<file path="src/rtl/serial_eq_pkg.sv">
// Shared types and sizing for the serial equality accumulator.
// Optional first-mismatch index output: SERIAL_EQ_FIRST_MM_EN.
package serial_eq_pkg;

  typedef enum logic {
    ACCUM = 1'b0,
    DONE  = 1'b1
  } state_t;

  localparam int FRAME_LEN_DEF = 8;

  function automatic int cnt_w(input int n);
    return $clog2(n + 1);
  endfunction

endpackage

</file>
<file path="src/rtl/serial_eq_accumulator_counter.sv">
// Small up-counter with synchronous clear (priority) and enable.
// Width is set by the instantiating block.
module serial_eq_counter #(
  parameter int W = 4
) (
  input  logic         clk,
  input  logic         rst_n,
  input  logic         clr,
  input  logic         en,
  output logic [W-1:0] q
);

  always_ff @(posedge clk or negedge rst_n) begin
    if (!rst_n) begin
      q <= '0;
    end else if (clr) begin
      q <= '0;
    end else if (en) begin
      q <= q + W'(1);
    end
  end

endmodule

</file>
<file path="src/rtl/serial_eq_accumulator.sv">
// Serial N-bit comparator: folds per-bit eq results into a frame result.
// Optional res_first_mm port enabled by SERIAL_EQ_FIRST_MM_EN.
module serial_eq_accumulator
  import serial_eq_pkg::*;
#(
  parameter int FRAME_LEN = FRAME_LEN_DEF,
  parameter int CNT_W     = cnt_w(FRAME_LEN)
) (
  input  logic             clk,
  input  logic             rst_n,
  input  logic             eq_in,
  input  logic             eq_valid,
  input  logic             eq_last,
  output logic             eq_ready,
  output logic             res_valid,
  input  logic             res_ready,
  output logic [CNT_W-1:0] res_match_cnt,
  output logic             res_all_eq,
  output logic             res_len_err
`ifdef SERIAL_EQ_FIRST_MM_EN
  ,
  output logic [CNT_W-1:0] res_first_mm
`endif
);

  localparam logic [CNT_W-1:0] LEN_C = CNT_W'(FRAME_LEN);

  state_t           state;
  logic [CNT_W-1:0] bit_cnt;
  logic [CNT_W-1:0] match_cnt;
  logic [CNT_W-1:0] bit_nxt;
  logic [CNT_W-1:0] match_nxt;
  logic             accept;
  logic             hs;
  logic             frame_end;
  logic             len_err_nxt;
  logic             st_accum;
  logic             st_done;

  assign st_accum  = (state == ACCUM);
  assign st_done   = (state == DONE);
  assign eq_ready  = st_accum;
  assign res_valid = st_done;

  assign accept    = eq_valid && eq_ready;
  assign hs        = res_valid && res_ready;
  assign bit_nxt   = bit_cnt + CNT_W'(1);
  assign match_nxt = match_cnt + CNT_W'(eq_in);

  // A frame closes on eq_last or when the full length is reached.
  assign frame_end   = accept && (eq_last || (bit_nxt == LEN_C));
  assign len_err_nxt = !(eq_last && (bit_nxt == LEN_C));

  serial_eq_counter #(.W(CNT_W)) u_bit_cnt (
    .clk   (clk),
    .rst_n (rst_n),
    .clr   (hs),
    .en    (accept),
    .q     (bit_cnt)
  );

  serial_eq_counter #(.W(CNT_W)) u_match_cnt (
    .clk   (clk),
    .rst_n (rst_n),
    .clr   (hs),
    .en    (accept && eq_in),
    .q     (match_cnt)
  );

`ifdef SERIAL_EQ_FIRST_MM_EN
  logic [CNT_W-1:0] mm_idx;
  logic [CNT_W-1:0] mm_nxt;

  assign mm_nxt = (accept && !eq_in && (mm_idx == LEN_C))
                ? bit_cnt : mm_idx;

  // LEN_C doubles as the "no mismatch yet" marker.
  always_ff @(posedge clk or negedge rst_n) begin
    if (!rst_n) begin
      mm_idx       <= LEN_C;
      res_first_mm <= '0;
    end else begin
      if (hs) begin
        mm_idx <= LEN_C;
      end else begin
        mm_idx <= mm_nxt;
      end
      if (frame_end) begin
        res_first_mm <= mm_nxt;
      end
    end
  end
`endif

  always_ff @(posedge clk or negedge rst_n) begin
    if (!rst_n) begin
      state         <= ACCUM;
      res_match_cnt <= '0;
      res_all_eq    <= 1'b0;
      res_len_err   <= 1'b0;
    end else begin
      unique case (1'b1)
        st_accum: begin
          if (frame_end) begin
            state         <= DONE;
            res_match_cnt <= match_nxt;
            res_len_err   <= len_err_nxt;
            res_all_eq    <= (match_nxt == bit_nxt) && !len_err_nxt;
          end
        end
        st_done: begin
          if (res_ready) begin
            state <= ACCUM;
          end
        end
        default: state <= ACCUM;
      endcase
    end
  end

endmodule

</file>
<file path="config.mk">
export PLATFORM = sky130hd
export DESIGN_NAME = serial_eq_accumulator
export DESIGN_NICKNAME = d
export VERILOG_FILES = /design/src/rtl/serial_eq_pkg.sv /design/src/rtl/serial_eq_accumulator_counter.sv /design/src/rtl/serial_eq_accumulator.sv
export SDC_FILE = /design/constraint.sdc
export NUM_CORES = 1
export LEC_CHECK = 0
export BUFFER_PORTS_ARGS = -buffer_cell sky130_fd_sc_hd__buf_4
export CORE_ASPECT_RATIO = 0.8
export CORE_MARGIN = 4
export CORE_UTILIZATION = 45
export CTS_BUF_LIST = sky130_fd_sc_hd__clkbuf_2 sky130_fd_sc_hd__clkbuf_4 sky130_fd_sc_hd__clkbuf_8
export CTS_CLUSTER_SIZE = 20
export DETAILED_ROUTE_END_ITERATION = 8
export PLACE_DENSITY_LB_ADDON = 0.3
export REMOVE_ABC_BUFFERS = 1
export SYNTH_ARGS = -nofsm -noshare
export SYNTH_HDL_FRONTEND = slang
export SYNTH_SLANG_ARGS = --single-unit
</file>
<file path="constraint.sdc">
create_clock -name clk -period 3 [get_ports clk]
set_input_delay 0.15 -clock clk [delete_from_list [all_inputs] [get_ports clk]]
set_output_delay 0.15 -clock clk [all_outputs]
set_load 0.02 [all_outputs]
</file>
Word-level counts from Yosys, hierarchy flattened

Index checks and enable logic that the tools add are counted.

Output and inout bits: 8
Register bits: 15
Logic and storage cells: 30
Input port bits: 6

Equality and inequality tests: 2
Multiplexer cells: 7
Bitwise logic cells: 1
Reductions and logical operators: 11
Add/sub/neg operators: 3

Operator list:

| operator                                    | number |
|---|---|
| 2-to-1 mux 4 bit                            | 4 |
| adder 4 x 1 -> 4 bit, second input constant | 2 |
| logical AND 1 bit                           | 6 |
| adder 4 x 1 -> 4 bit                        | 1 |
| == test 4 bit                               | 1 |
| == test 4 bit, second input constant        | 1 |
| nonzero test 2 bit                          | 2 |
| 2-to-1 mux 1 bit                            | 2 |
| one-hot mux 1 bit (2 select lines)          | 1 |
| AND reduction 2 bit                         | 1 |
| logical NOT 1 bit                           | 1 |
| logical OR 1 bit                            | 1 |
| inverter 1 bit                              | 1 |

Logic depth before layout (Yosys ltp)

Word-level depth: 6
Depth in mapped cells: 6

Cells and area by module

From an unflattened synthesis, not the netlist that was laid out.

Cells, all modules: 76
Area, all modules: 875.8 um2

Modules (own cells, without submodules):

| module                | cells an instance | area an instance (um2) | instances | sequential area each (um2) |
|---|---|---|---|---|
| serial_eq_accumulator | 44                | 490.5                  | 1         | 175.2 |
| serial_eq_counter     | 16                | 192.7                  | 2         | 100.1 |

Worst setup path after synthesis

No wires, ideal clock.

Path type: register to register
From: reg u_match_cnt.q[0]
To: reg res_all_eq
Arrival: 1.374 ns
Period minus slack after synthesis: 1.496 ns
Stages on the path, launching flop included: 7
Path buffers: 0
Data required time: 2.878 ns
Setup slack: 1.504 ns
Cell sequence: dfrtp_1 > ha_1 > ha_1 > xnor2_1 > xnor2_1 > nor3_1 > a32o_1

Word-level cells in the longest chain between the ends: 3

RTL lines:

| element                | line                                | text |
|---|---|---|
| from (decl)            | serial_eq_accumulator_counter.sv:10 | `output logic [W-1:0] q` |
| from (signal assigned) | serial_eq_accumulator_counter.sv:19 | `q <= q + W'(1);` |
| adder 4 x 1 -> 4 bit   | serial_eq_accumulator.sv:48         | `assign match_nxt = match_cnt + CNT_W'(eq_in);` |
| == test 4 bit          | serial_eq_accumulator.sv:108        | `res_all_eq <= (match_nxt == bit_nxt) && !len_err_nxt;` |
| logical AND 1 bit      | serial_eq_accumulator.sv:108        |  |
| to (signal assigned)   | serial_eq_accumulator.sv:108        |  |
| to (decl)              | serial_eq_accumulator.sv:18         | `output logic res_all_eq,` |

No other way between the ends.
A chain may end at the register's enable or synchronous reset.

Final worst setup path

Same ends and word-level chain as after synthesis.

==> out/results.txt <==
outcome - completed
Fin. Hold Viols - 0
peak per-stage delay on the critical path - 0.44 ns
crit path DAT - 1.78 ns
reg2reg start - u_match_cnt.q[0]
pin count of the biggest net entering global routing - 16
Crit Path Max Fanout - 5
initial DRC count - 3
Final setup viols - 0
slew margin rel. - 0.650
Syn Std Cell Area - 851 µm²
adder-cell share of the synthesized area - 0.0588
final period utilization - 0.532
commonest cells after routing, fill and taps aside - dfrtp_1, buf_4, nand2_1
CTS root buffer - clkbuf_4
mux cell area share after synthesis - 0.0824
worst hold path startpoint - res_ready
total gr overflow - 0
Layout Cells excl Fill - 119
RSZ-0062 raised after global routing - false
first-pass GRT wire length - 2.66 mm
Distinct cells, synth - 23
hold path cells - 2
commonest non-fill, non-tap cell in the layout - dfrtp_1
port bufs - 13
core area - 0.00171 mm²
clock insertion delay at the later pin of the skew report - 0.29 ns
DP Cell Count - 114
CP Cell Sequence - ha_1 -> ha_1 -> xnor2_1 -> xnor2_1 -> nor3_1 -> a32o_1
r2r setup slk - 1.41 ns
P_leak - 0.471 nW
Final TNS setup - 0 ns
Syn Inst Count - 83
Post-Synth XOR/XNOR Area - 0.144
startpoint types - flip-flop
Starting Density - 0.498
VDD IR max - 0.000390 V
Die ar. - 0.00265 mm²
crit path kind - reg2reg
area delta synth->final - 16.8%
fraction of layout cells with a size suffix above 1 - 0.227
Wirelength per Cell - 12.4 µm
CP max-delay cell - dfrtp_1
All-Layer GR Usage - 0.137
Max Cap Viol - 0
# IOs - 14
initial antenna violation count - 0
synth warn - 0
worst hold path type - in2reg
R2R depth - 6
dpl hpwl - 1.11 mm
Post-Synth Simple-Gate Area - 0.121
sequential-to-total area share from yosys stat - 0.441
synthesis-stage register bit count - 15
DRC viols - 0
Slew @ Worst Pin - 0.523 ns
Layout Skew - 0.00977 ns
RD Place Congestion - 0.739
Final Slew Violations - 0
Synth Area in Compound Gates - 0.112
fillers - 167
drt first pass iters - 3
cts bufs inserted - 3
critical path required time - 3.19 ns
number of vias per cell - 4.97
vias post-DR - 592
Clock Tree Buf Depth - 2
largest family of logic cells by synthesized area - XOR/XNOR gates
reg2reg end - res_all_eq
vias in the first global route - 582
syn_area_per_cell - 10.3 µm²
hold path endpoint - res_valid
CTS Sinks - 15
Routed Antenna Nets - 0
row count - 13
Highest Clock Rate - 627 MHz
Worst setup EP type - flip-flop
CTS H-tree depth - 1
CTS tree - built
n_diodes - 0
total routed wirelength - 1.47 mm
Final min period - 1.59 ns
die height - 46.9 µm
Power Dens Cells - 757 mW/mm²
Die Width - 56.6 µm
clock slew at reported path FFs - 0.09 ns
post-CTS setup buffers - 0
Net count, final - 108
-- metal layers --
| metal | global-route usage | routed length, µm | up-vias |
|---|---|---|---|
| met4 | 0.0427 | 8 | 0 |
| met1 | 0.177 | 763 | 265 |
| li1 | - | - | 310 |
| met5 | 0 | 0 | - |
| met3 | 0.0632 | 110 | 2 |
| met2 | 0.207 | 590 | 15 |
-- through the flow --
step	cell area, µm²	hold slack (ns)	total power, mW	setup slack (ns)	util
2_1_floorplan	831	-0.146	0.544	1.50	-
3_3_place_gp	956	0.0144	0.636	1.40	0.560
3_5_place_dp	956	0.0203	0.642	1.41	0.560
4_1_cts	993	0.0385	0.764	1.40	0.582
5_1_grt	993	0.0603	0.822	1.28	0.582
6_report	993	0.0527	0.752	1.41	0.582
-- report_power, final --
| part | leakage, nW | internal [mW] | switching (mW) | total [mW] |
|---|---|---|---|---|
| Combinational | 0.261 | 0.156 | 0.144 | 0.299 |
| Sequential | 0.193 | 0.259 | 0.0777 | 0.337 |
| Clock | 0.0177 | 0.0496 | 0.0665 | 0.116 |
| Total | 0.471 | 0.464 | 0.288 | 0.752 |
-- cell families after synthesis --
group	Yosys count
mux	6
fa+ha+maj	4
flops	15
buf+inv	8
xor+xnor	14
simple gates	22
compound gates	14
-- cell usage after synthesis --
| library cell | number | area [µm²] |
|---|---|---|
| dfrtp_1 | 15 | 375 |
| nand2_1 | 11 | 41.3 |
| o21ai_0 | 9 | 45.0 |
| xor2_1 | 8 | 70.1 |
| xnor2_1 | 6 | 52.6 |
| ha_1 | 4 | 50.1 |
| inv_1 | 4 | 15.0 |
| mux2i_1 | 4 | 40.0 |
| nand3_1 | 4 | 20.0 |
| buf_2 | 2 | 10.0 |
| clkbuf_2 | 2 | 10.0 |
| mux2_4 | 2 | 30.0 |
| nor2_1 | 2 | 7.51 |
| a21bo_1 | 1 | 10.0 |
| a21oi_1 | 1 | 5.00 |
| a21oi_2 | 1 | 8.76 |
| a32o_1 | 1 | 10.0 |
| and2b_1 | 1 | 7.51 |
| and3_2 | 1 | 7.51 |
| nand3b_1 | 1 | 7.51 |
| nand4_1 | 1 | 6.26 |
| nor3_1 | 1 | 5.00 |
| o21ai_4 | 1 | 16.3 |
-- state kept, by name, summed over array words and instances (netlist names) --
register       cells
res_match_cnt      4
u_bit_cnt.q        4
u_match_cnt.q      4
res_all_eq         1
res_len_err        1
res_valid          1
-- how the worst max path moves through the flow --
stage / from / to / slack, ns / cells past startpoint
floorplan: u_match_cnt.q[0] / res_all_eq / 1.50 / 6
global placement: u_match_cnt.q[0] / res_all_eq / 1.40 / 6
detailed placement: u_match_cnt.q[0] / res_all_eq / 1.41 / 6
CTS: u_match_cnt.q[0] / res_all_eq / 1.40 / 6
global route: u_match_cnt.q[0] / res_all_eq / 1.28 / 6
finish: u_match_cnt.q[0] / res_all_eq / 1.41 / 6
-- cell type report --
| type | instances | area (µm²) | share of cell area |
|---|---|---|---|
| multi-input combinational | 60 | 440 | 0.443 |
| sequential | 15 | 375 | 0.378 |
| timing repair buffer | 14 | 108 | 0.108 |
| tap | 22 | 27.5 | 0.0277 |
| clock buffer | 3 | 22.5 | 0.0227 |
| inverter | 4 | 15.0 | 0.0151 |
| clock inverter | 1 | 5.00 | 0.00504 |
-- critical path, delay by kind of cell, from the launching register on --
kind | cells | cell delay, ns
XOR/XNOR | 2 | 0.37
adder cells (fa/ha/maj) | 2 | 0.41
AO/OA/AOI/OAI | 1 | 0.21
AND/OR/NAND/NOR | 1 | 0.07
flip-flops | 1 | 0.44
-- timing repair --
| action | 4_1_cts | 5_1_grt |
|---|---|---|
| gates resized for setup | 0 | 0 |
| hold buffers | 1 | 0 |
| hold endpoints to repair | 15 | 0 |
Power figures use the tool's default switching activity.
